==> src/rtl/masked_gate_hpc1_lanes.sv <==
`default_nettype none
// ============================================================================
// Module   : masked_gate_hpc1_lanes
// Brief    : Multi-lane masked AND/NAND/OR/NOR gate using the HPC1 gadget.
//            Each lane refreshes b, performs a DOM multiplication and then
//            XOR-compresses the registered terms. NAND/OR/NOR are derived by
//            inverting share 0 of the inputs and/or the product.
// Revision : 1.0 - initial release
// ============================================================================
module masked_gate_hpc1_lanes #(
    parameter int security_order = 2,
    parameter int LANES          = 4
) (
    input  logic                                              clk,
    input  logic                                              rst,
    input  logic                                              in_valid,
    input  logic [1:0]                                        op,
    input  logic [LANES*(security_order+1)-1:0]               ina,
    input  logic [LANES*(security_order+1)-1:0]               inb,
    input  logic [LANES*(security_order+1)*security_order-1:0] rnd,
    output logic                                              out_valid,
    output logic [LANES*(security_order+1)-1:0]               outt
);

    localparam int D        = security_order + 1;
    localparam int RND_REF  = D * (D - 1) / 2;
    localparam int RND_MUL  = D * (D - 1) / 2;
    localparam int RND_LANE = RND_REF + RND_MUL;
    localparam int SW       = LANES * D;
    localparam int TW       = LANES * D * D;

    // Index of pair (i,j), i<j, in the lexicographic pair ordering.
    function automatic int pair_idx(input int i, input int j);
        return i * D - (i * (i + 1)) / 2 + (j - i - 1);
    endfunction

    // Pipeline state
    logic [SW-1:0] a_d;
    logic [SW-1:0] b_ref;
    logic [TW-1:0] terms;
    logic [1:0]    op_1;
    logic [1:0]    op_2;
    logic          v1;
    logic          v2;

    // Next-state values for each stage
    logic [SW-1:0] a_nxt;
    logic [SW-1:0] b_nxt;
    logic [TW-1:0] term_nxt;
    logic [SW-1:0] out_nxt;

    logic inv_in;
    logic inv_out;

    // OR/NOR invert both operands; NAND/OR invert the product.
    assign inv_in  = op[1];
    assign inv_out = op_2[1] ^ op_2[0];

    for (genvar l = 0; l < LANES; l++) begin : g_lane
        localparam int RB = l * RND_LANE;

        for (genvar s = 0; s < D; s++) begin : g_share
            logic         b_inv;
            logic [D-1:0] rsel;

            // Only share 0 carries the De Morgan inversion.
            if (s == 0) begin : g_inv
                assign a_nxt[l*D+s] = ina[l*D+s] ^ inv_in;
                assign b_inv        = inb[l*D+s] ^ inv_in;
            end else begin : g_pass
                assign a_nxt[l*D+s] = ina[l*D+s];
                assign b_inv        = inb[l*D+s];
            end

            // Refresh: every pair containing share s contributes its mask bit.
            for (genvar p = 0; p < D; p++) begin : g_ref
                if (p == s) begin : g_self
                    assign rsel[p] = 1'b0;
                end else if (p > s) begin : g_hi
                    assign rsel[p] = rnd[RB + pair_idx(s, p)];
                end else begin : g_lo
                    assign rsel[p] = rnd[RB + pair_idx(p, s)];
                end
            end

            assign b_nxt[l*D+s] = b_inv ^ (^rsel);

            // DOM row s: diagonal product plus masked cross products.
            for (genvar p = 0; p < D; p++) begin : g_term
                if (p == s) begin : g_diag
                    assign term_nxt[(l*D+s)*D+p] = a_d[l*D+s] & b_ref[l*D+p];
                end else if (p > s) begin : g_hi
                    assign term_nxt[(l*D+s)*D+p] = (a_d[l*D+s] & b_ref[l*D+p])
                                                 ^ rnd[RB + RND_REF + pair_idx(s, p)];
                end else begin : g_lo
                    assign term_nxt[(l*D+s)*D+p] = (a_d[l*D+s] & b_ref[l*D+p])
                                                 ^ rnd[RB + RND_REF + pair_idx(p, s)];
                end
            end

            // Compression only after the terms have been registered.
            if (s == 0) begin : g_out_inv
                assign out_nxt[l*D+s] = (^terms[(l*D+s)*D +: D]) ^ inv_out;
            end else begin : g_out_pass
                assign out_nxt[l*D+s] = ^terms[(l*D+s)*D +: D];
            end
        end
    end

    // Stage 1: capture inverted a, refreshed b and op on an accepted transaction
    always_ff @(posedge clk) begin
        if (rst) begin
            a_d   <= '0;
            b_ref <= '0;
            op_1  <= '0;
            v1    <= 1'b0;
        end else begin
            v1 <= in_valid;
            if (in_valid) begin
                a_d   <= a_nxt;
                b_ref <= b_nxt;
                op_1  <= op;
            end
        end
    end

    // Stage 2: register the DOM terms so no compression crosses this boundary
    always_ff @(posedge clk) begin
        if (rst) begin
            terms <= '0;
            op_2  <= '0;
            v2    <= 1'b0;
        end else begin
            v2 <= v1;
            if (v1) begin
                terms <= term_nxt;
                op_2  <= op_1;
            end
        end
    end

    // Stage 3: registered output shares; hold last value while idle
    always_ff @(posedge clk) begin
        if (rst) begin
            outt      <= '0;
            out_valid <= 1'b0;
        end else begin
            out_valid <= v2;
            if (v2) begin
                outt <= out_nxt;
            end
        end
    end

endmodule
`default_nettype wire
==> config.mk <==
export PLATFORM = sky130hd
export DESIGN_NAME = masked_gate_hpc1_lanes
export DESIGN_NICKNAME = d
export VERILOG_FILES = /design/src/rtl/masked_gate_hpc1_lanes.sv
export SDC_FILE = /design/constraint.sdc
export NUM_CORES = 1
export LEC_CHECK = 0
export BUFFER_PORTS_ARGS = -buffer_cell sky130_fd_sc_hd__buf_4
export CORE_ASPECT_RATIO = 2
export CORE_MARGIN = 2
export CORE_UTILIZATION = 50
export DETAILED_ROUTE_END_ITERATION = 10
export PLACE_DENSITY = 0.73
export SLEW_MARGIN = 20
export SYNTH_ARGS = -nofsm -noshare
export SYNTH_HDL_FRONTEND = slang
export SYNTH_SLANG_ARGS = --single-unit
==> constraint.sdc <==
create_clock -name clk -period 1.2 [get_ports clk]
set_input_delay 0.12 -clock clk [delete_from_list [all_inputs] [get_ports clk]]
set_output_delay 0.12 -clock clk [all_outputs]
set_load 0.01 [all_outputs]
==> impl_metrics.yaml, run 1 <==
worst_setup_path:
  path_cells: "xnor3_1 > nand3_1 > o221ai_1"
  cp.arrival_ps: 1270
  critPathSlowestCell: "xnor3_1"
  critical_path_class: "flop to flop"
  start_kind: "flop"
  cpPeakStageDelay_ps: 420
  crit_required_ps: 1400
  path_max_fanout: 2
  endpoint_kind: "flop"
sta:
  setup_viol: 0
  finClkSkew_ps: 2.17
  timing.final.ws_setup_ps: 126
  final-hold-violation-count: 0
  rsz0062_at_grt: "false"
  finalSetupTns_ps: 0
  min_period_ps: 1070
  fin_crit_sh_pct: 89.5
  relSlewSlack_pct: 68.0
  fmax_mhz: 931
  worst_pin_slew_ps: 479
  slew_violations: 0
finish:
  layout.cells.non_filler: 515
  fin_area_mm2: 0.00457
  fin_nets: 472
  area_growth_pct: 22.4
  antennaDiodeCount: 0
  drive_gt1_share_pct: 22.0
drt:
  drtIter0Drc: 206
  num_vias: 2660
  dr.pass1.iters: 4
  drt-total-wl_mm: 7.08
  routed_via_density: 5.17
  wl_per_cell_um: 13.7
  drcViolationCount: 0
  ant_nets: 0
placement:
  gp_congestion: 0.779
  dp_cells: 500
  pre_cts_ws_ps: 127
  hpwl_mm: 5.15
  place_area_mm2: 0.00430
  place.port_buffers: 65
yosys:
  yosysMostFrequentCell: "dfxtp_1"
  synth_cell_types: 21
  synthTopCellsByArea: "dfxtp_1, xor3_1, mux2i_1"
  async_flop_share_pct: 0
  yosys_warnings: 0
  synth_common_cells: "dfxtp_1, nor2_1, a211oi_1"
  synth.avg_cell_area_um2: 10.4
  postSynthCellCount: 359
  syn_area_mm2: 0.00373
  synth-seq-cells: 79
  yosysTopAreaCell: "dfxtp_1"
  synth_fp_nets: 412
  ys.flop_type: "dfxtp_1"
  synth_edf_count: 0
  yosysTopAreaCellShare_pct: 42.4
  seq_area_frac_synth_pct: 42.4
floorplanning:
  io_pins: 66
  rows: 44
  core_mm2: 0.00727
  die_area_mm2: 0.00821
  die_w_um: 65.1
  initial_core_util_pct: 51.3
  die_h_um: 126
grt:
  grt_use_total_pct: 18.8
  grt_max_degree: 42
  grt_overflow: 0
  antenna_found_initial: 0
  grt_pass1_wl_mm: 11.9
  first_global_vias: 2578
worst_hold_path:
  min_path_type: "primary input to flop"
clock_tree:
  cts-htree-levels: 3
  cts_buffer_depth: 2
  ctsHoldBuffers: 0
  clock-root-buffer: "clkbuf_16"
  cts_resized: 0
  cts_sinks: 79
  cts.clk_slew.worst_paths_ps: 50
  insertion_delay_ps: 330
  tritoncts: "yes"
  cts_inserted_buffers: 9
  cts_setup_buffers: 0
pwr:
  leakage_nw: 1.88
  ir_drop_mv: 0.806
  power.density_mw_per_mm2: 1350
run_status:
  status: "finished clean"
job:
  maxCapViolCount: 0
[report_power, final]
part           internal (W)  leakage [nW]  switching (W)  total, W
logic              0.000527          1.10       0.000356  0.000883
clock network       0.00144         0.127       0.000934   0.00238
registers           0.00278         0.649       0.000126   0.00290
total               0.00475          1.88        0.00142   0.00616
[layout make-up]
type	count	area, um2
Fill cell	650	2700
Sequential cell	79	1580
Clock buffer	14	254
Multi-Input combinational cell	257	2030
Tap cell	92	115
Timing Repair Buffer	72	578
Clock inverter	1	5.00
[kinds of logic after synthesis]
kind of cell              Yosys count  share of synthesized area (%)
DFF                                79                           42.4
buffers and inverters              23                           3.26
muxes                              28                           7.52
xor gates and xnor gates           61                           23.7
and+or+nand+nor                   120                           14.0
AOI/OAI and AO/OA                  48                           9.13
[worst paths after layout]
kind / start / end / slack, ps / cells past startpoint
worst min-delay path: ina[8] / a_d[8]$_SDFFE_PP0P_ / 30 / 3
worst max register to register: terms[19]$_SDFFE_PP0P_ / outt[6]$_SDFFE_PP0P_ / 130 / 3
worst max-delay path: terms[19]$_SDFFE_PP0P_ / outt[6]$_SDFFE_PP0P_ / 130 / 3
worst min register to register: terms[0]$_SDFFE_PP0P_ / terms[0]$_SDFFE_PP0P_ / 470 / 2
[per-layer routing]
layer	vias to the layer above	global-route usage [%]	part of all wire [%]
met5	-	0	0
met4	0	10.7	2.3
met3	11	2.41	3.2
met2	52	31.9	51
met1	1235	22.3	43
li1	1362	-	-
[placed cells by master (no fill, tap or decap)]
| cell | instances |
|---|---|
| dfxtp_1 | 78 |
| buf_4 | 69 |
| nor2_1 | 60 |
| a211oi_1 | 31 |
| mux2i_1 | 28 |
| xor2_1 | 25 |
| nand2_1 | 24 |
| nand2b_1 | 17 |
| nand3_1 | 16 |
| xor3_1 | 16 |
| a21oi_1 | 12 |
| xnor2_1 | 9 |
| clkbuf_16 | 9 |
| xnor2_2 | 7 |
| xnor3_1 | 4 |
| o221ai_1 | 4 |
| clkbuf_1 | 4 |
| buf_12 | 3 |
| nor2b_1 | 2 |
| nor2b_4 | 1 |
| a211oi_2 | 1 |
| clkinv_2 | 1 |
| clkbuf_8 | 1 |
| dfxtp_2 | 1 |
[stage by stage]
stage	power [W]	hold slack, ps	utilization, %
5_1_grt	0.00641	29.1	62.8
2_1_floorplan	0.00354	267	-
4_1_cts	0.00622	21.0	62.8
3_5_place_dp	0.00385	362	59.2
6_report	0.00616	26.6	62.8
3_3_place_gp	0.00382	355	59.2
[sequential cells by signal, summed over array words and instances, names as in the netlist]
register / count
op_1: 2
out_valid: 1
v1: 1
op_2: 2
outt: 12
a_d: 12
terms: 36
v2: 1
b_ref: 12
[critical path: cells and delay by family, from the launching register on]
| family | cells | cell delay, ps |
|---|---|---|
| XOR/XNOR | 1 | 420 |
| flip-flops | 1 | 330 |
| AO/OA/AOI/OAI | 1 | 100 |
| AND/OR/NAND/NOR | 1 | 90 |
Note: power is estimated with default switching activity, not from simulation.
==> inputs of run 2 (changes only) <==
--- a/config.mk
+++ b/config.mk
@@ -8,9 +8,10 @@
 export BUFFER_PORTS_ARGS = -buffer_cell sky130_fd_sc_hd__buf_4
 export CORE_ASPECT_RATIO = 2
 export CORE_MARGIN = 2
-export CORE_UTILIZATION = 50
+export CORE_UTILIZATION = 55
+export CTS_BUF_LIST = sky130_fd_sc_hd__clkbuf_2 sky130_fd_sc_hd__clkbuf_4 sky130_fd_sc_hd__clkbuf_8
 export DETAILED_ROUTE_END_ITERATION = 10
-export PLACE_DENSITY = 0.73
+export PLACE_DENSITY = 0.79
 export SLEW_MARGIN = 20
 export SYNTH_ARGS = -nofsm -noshare
 export SYNTH_HDL_FRONTEND = slang
==> run 2 against run 1 <==
  * Flip-flop and latch count stayed put
  * Cell area fell by 2.2%
  * Die area shrank 8.7%
  * Clock-buffer cell count fell by 3
  * Via count is 2.1% lower
  * Worst setup slack worse by 70 ps
==> impl_metrics.yaml, run 2 (synthesis gave the netlist of run 1 again) <==
run_status:
  status: "finished clean"
finish:
  area_growth_pct: 19.7
  nFillCells: 549
  fin_nets: 473
  largest_reg_flops: 36
  drive_gt1_share_pct: 22.3
  final_cell_mix: "dfxtp_1, buf_4, nor2_1"
  antennaDiodeCount: 0
  fin_area_mm2: 0.00446
  mostFrequentLayoutCell: "dfxtp_1"
  regMostFlops: "terms"
floorplanning:
  die_area_mm2: 0.00749
  core_mm2: 0.00657
  rows: 42
  die_w_um: 62.2
  initial_core_util_pct: 56.8
  die_h_um: 120
  io_pins: 66
clock_tree:
  cts_buffer_depth: 2
  cts_inserted_buffers: 9
  tritoncts: "yes"
  cts_resized: 0
  cts.clk_slew.worst_paths_ps: 70
  insertion_delay_ps: 350
  ctsHoldBuffers: 2
  cts-htree-levels: 3
  cts_setup_buffers: 0
  clock-root-buffer: "clkbuf_8"
  cts_sinks: 79
worst_setup_path:
  critical_path_class: "primary input to flop"
  crit_required_ps: 1460
  path_max_fanout: 6
  cp.arrival_ps: 1410
  start_kind: "primary input"
  endpoint_kind: "flop"
sta:
  relSlewSlack_pct: 68.8
  fmax_mhz: 874
  final-hold-violation-count: 0
  finClkSkew_ps: 4.19
  rsz0062_at_grt: "false"
  timing.final.ws_setup_ps: 56.1
  fin_crit_sh_pct: 95.3
  worst_pin_slew_ps: 468
  slew_violations: 0
  min_period_ps: 1140
  setup_viol: 0
  finalSetupTns_ps: 0
placement:
  pre_cts_ws_ps: 98.5
  place.port_buffers: 65
  place_area_mm2: 0.00429
  gp_congestion: 0.769
  hpwl_mm: 4.98
grt:
  grt_overflow: 0
  grt_pass1_wl_mm: 11.8
  grt_max_degree: 79
  grt_use_total_pct: 20.2
  first_global_vias: 2576
  antenna_found_initial: 0
pwr:
  ir_drop_mv: 0.884
  swShare_pct: 24.7
  power.density_mw_per_mm2: 1220
  pwr-share-clk_pct: 30.3
  leakage_nw: 1.84
  internal_power_w: 0.00409
  p_sw_w: 0.00134
  p_seq_share_pct: 53.4
  power_frac_comb_pct: 16.3
drt:
  drcViolationCount: 0
  num_vias: 2603
  dr.pass1.iters: 4
  drt-total-wl_mm: 6.89
  wl_per_cell_um: 13.5
  ant_nets: 0
  routed_via_density: 5.10
  drtIter0Drc: 84
job:
  maxCapViolCount: 0
worst_hold_path:
  min_path_type: "primary input to flop"
-- run 2: changes by cell type in the layout (fill, tap and decap cells not counted), sizes merged --
cell	before	now
clkbuf	14	11
clkinv	1	2
dlygate4sd3	0	2
buf	72	71
-- run 2: worst paths after layout --
check                                             from                      to  slack [ps]  cells past startpoint
worst max register to register  terms[27]$_SDFFE_PP0P_    outt[9]$_SDFFE_PP0P_          90                      3
worst min-delay path                           ina[10]    a_d[10]$_SDFFE_PP0P_          10                      3
worst max-delay path                               rst    outt[3]$_SDFFE_PP0P_          60                      5
worst min register to register  terms[27]$_SDFFE_PP0P_  terms[27]$_SDFFE_PP0P_         480                      2
-- run 2: cell type report --
type	instances	area (um2)	area share [%]
Timing Repair Buffer	73	591	13.2
Clock buffer	11	145	3.25
Multi-Input combinational cell	257	2030	45.4
Tap cell	88	110	2.47
Sequential cell	79	1580	35.5
Clock inverter	2	10.0	0.224
-- run 2: per-layer routing --
layer | routed length (um) | track usage, % | vias up | part of all wire [%]
met4 | 158 | 11.8 | 0 | 2.3
li1 | - | - | 1345 | -
met1 | 2900 | 23.8 | 1191 | 42
met5 | 0 | 0 | - | 0
met3 | 273 | 3.53 | 12 | 4.0
met2 | 3560 | 34.5 | 55 | 52
-- run 2: per-stage QoR --
step                util, %  cells  power, W  hold WS (ps)
floorplan                 -    359   0.00354           267
global placement       65.3    495   0.00382           353
detailed placement     65.3    495   0.00385           359
CTS                    68.0    510   0.00549          1.03
global route           68.0    510   0.00569          9.58
finish                 68.0    510   0.00543          10.1
-- run 2: worst max-delay path: stages --
cell,delay (ps)
dlygate4sd3_1,540
buf_4,150
nor2b_2,240
nand2b_1,160
o221ai_1,200
-- run 2: power by group through the flow --
stage          Clock [W]  Combinational [W]  Sequential (W)
4_1_cts          0.00169           0.000897         0.00290
2_1_floorplan          0           0.000610         0.00293
6_report         0.00165           0.000885         0.00290
3_5_place_dp           0           0.000889         0.00296
5_1_grt          0.00180           0.000970         0.00292
3_3_place_gp           0           0.000867         0.00295
==> inputs of run 3 (changes only) <==
--- a/config.mk
+++ b/config.mk
@@ -6,12 +6,13 @@
 export NUM_CORES = 1
 export LEC_CHECK = 0
 export BUFFER_PORTS_ARGS = -buffer_cell sky130_fd_sc_hd__buf_4
-export CORE_ASPECT_RATIO = 2
+export CORE_ASPECT_RATIO = 0.9
 export CORE_MARGIN = 2
 export CORE_UTILIZATION = 55
 export CTS_BUF_LIST = sky130_fd_sc_hd__clkbuf_2 sky130_fd_sc_hd__clkbuf_4 sky130_fd_sc_hd__clkbuf_8
 export DETAILED_ROUTE_END_ITERATION = 10
 export PLACE_DENSITY = 0.79
+export RECOVER_POWER = 100
 export SLEW_MARGIN = 20
 export SYNTH_ARGS = -nofsm -noshare
 export SYNTH_HDL_FRONTEND = slang
==> constraint.sdc (replaced) <==
create_clock -name clk -period 1.1 [get_ports clk]
set_input_delay 0.11 -clock clk [delete_from_list [all_inputs] [get_ports clk]]
set_output_delay 0.11 -clock clk [all_outputs]
set_load 0.01 [all_outputs]
==> run 3 against run 2 <==
  * Utilization up 1.2 points
  * Total power up 14%
  * Sequential share of layout area decreased by 0.49 points
  * Worst setup slack got worse by 27 ps
  * First-iteration DRC count grew 70%
  * Cell count increased by 1.8%
  * Clock skew up 5.6 ps
  * Non-clock buffer count increased by 5
  * Register-to-register slack worse by 60 ps
  * Combinational power rose by 13%
  * Critical path depth down 2
  * Flip-flop and latch count is the same
  * Largest cell class unchanged
  * Largest power group unchanged
  * Highest routed layer unchanged
==> impl_metrics.yaml, run 3 (synthesis gave the netlist of run 1 again) <==
drt:
  num_vias: 2645
  drtIter0Drc: 143
  routed_via_density: 5.10
  dr.pass1.iters: 4
  ant_nets: 0
  wl_per_cell_um: 13.8
  drcViolationCount: 0
  drt-total-wl_mm: 7.15
grt:
  first_global_vias: 2413
  grt_use_total_pct: 19.6
  grt_pass1_wl_mm: 11.4
  grt_overflow: 0
  grt_max_degree: 41
  antenna_found_initial: 0
floorplanning:
  die_w_um: 90.8
  die_area_mm2: 0.00745
  rows: 28
  die_h_um: 82.1
  core_mm2: 0.00659
  io_pins: 66
  initial_core_util_pct: 56.6
finish:
  antennaDiodeCount: 0
  fin_area_mm2: 0.00456
  multi_input_area_mm2: 0.00203
  final_cell_mix: "dfxtp_1, buf_4, nor2_1"
  fin_nets: 478
  nFillCells: 534
  largest_reg_flops: 36
  area.sequential_mm2: 0.00159
  area_growth_pct: 22.2
  drive_gt1_share_pct: 25.2
  regMostFlops: "terms"
worst_setup_path:
  endpoint_kind: "flop"
  path_max_fanout: 2
  critical_path_class: "flop to flop"
  reg2reg_setup_slack_ps: 30
  start_kind: "flop"
  crit_required_ps: 1330
  cp.arrival_ps: 1300
pwr:
  p_seq_share_pct: 51.3
  pwr-share-clk_pct: 32.4
  internal_power_w: 0.00465
  power.density_mw_per_mm2: 1360
  power_frac_comb_pct: 16.2
  leakage_nw: 1.87
  swShare_pct: 24.9
  p_sw_w: 0.00154
  ir_drop_mv: 0.709
placement:
  pre_cts_ws_ps: 16.2
  place.port_buffers: 65
  hpwl_mm: 4.99
  gp_congestion: 0.767
  place_area_mm2: 0.00431
sta:
  fin_crit_sh_pct: 97.4
  finClkSkew_ps: 9.82
  min_period_ps: 1070
  rsz0062_at_grt: "true"
  final-hold-violation-count: 0
  holdWs_ps: 2.09
  finalSetupTns_ps: 0
  slew_violations: 0
  timing.final.ws_setup_ps: 28.9
  setup_viol: 0
  worst_pin_slew_ps: 304
  relSlewSlack_pct: 79.6
  fmax_mhz: 934
clock_tree:
  tritoncts: "yes"
  cts-htree-levels: 3
  clock-root-buffer: "clkbuf_8"
  cts.clk_slew.worst_paths_ps: 80
  cts_sinks: 79
  insertion_delay_ps: 340
  cts_inserted_buffers: 9
  cts_buffer_depth: 2
job:
  maxCapViolCount: 0
run_status:
  status: "finished clean"
worst_hold_path:
  min_path_type: "primary input to flop"
## run 3: cell count changes in the layout (fill, tap and decap cells not counted), sizes merged
cell and delta:
buf +4, clkinvlp +2, clkinv -2, clkbuf +3
## run 3: power groups by stage
| stage | Sequential, W | Combinational, W | Clock (W) |
|---|---|---|---|
| after floorplan | 0.00319 | 0.000666 | 0 |
| final | 0.00317 | 0.00100 | 0.00201 |
| after global routing | 0.00320 | 0.00110 | 0.00216 |
| after CTS | 0.00317 | 0.000990 | 0.00204 |
| after global placement | 0.00323 | 0.000962 | 0 |
| after detailed placement | 0.00323 | 0.000976 | 0 |
## run 3: worst paths after layout
kind                                from                endpoint  cells past startpoint
setup / recovery  terms[34]$_SDFFE_PP0P_   outt[11]$_SDFFE_PP0P_                      3
hold / removal                    ina[5]     a_d[5]$_SDFFE_PP0P_                      3
setup reg to reg  terms[34]$_SDFFE_PP0P_   outt[11]$_SDFFE_PP0P_                      3
hold reg to reg   terms[18]$_SDFFE_PP0P_  terms[18]$_SDFFE_PP0P_                      2
## run 3: routing by layer
layer	global-route usage (%)	wire length, um
met2	29.5	3090
met1	28.3	3600
met3	4.26	370
met4	6.82	93
met5	0	0
## run 3: metrics by stage
stage                     power [W]  instances  util (%)
after floorplan             0.00386        359         -
after global placement      0.00419        499      65.4
after detailed placement    0.00421        499      65.4
after CTS                   0.00620        516      68.5
after global routing        0.00646        519      69.2
final                       0.00618        519      69.2
## run 3: timing repair
action                     4_1_cts  5_1_grt
buffers inserted                 0        3
hold endpoints to repair         2        0
resized for setup                0       11
hold buffers                     2        0
setup endpoints to repair        0        9
## run 3: cell type report
class / instances / share of cell area (%)
Multi-Input combinational cell: 257 / 44.6
Sequential cell: 79 / 35.0
Timing Repair Buffer: 78 / 13.9
Clock inverter: 2 / 0.330
Clock buffer: 13 / 3.79
Tap cell: 90 / 2.47
## run 3: worst max-delay path, cell delays in order (launching register included)
cell and delay (ps):
dfxtp_2 340, xor3_1 410, mux2i_1 150, nor2_1 50
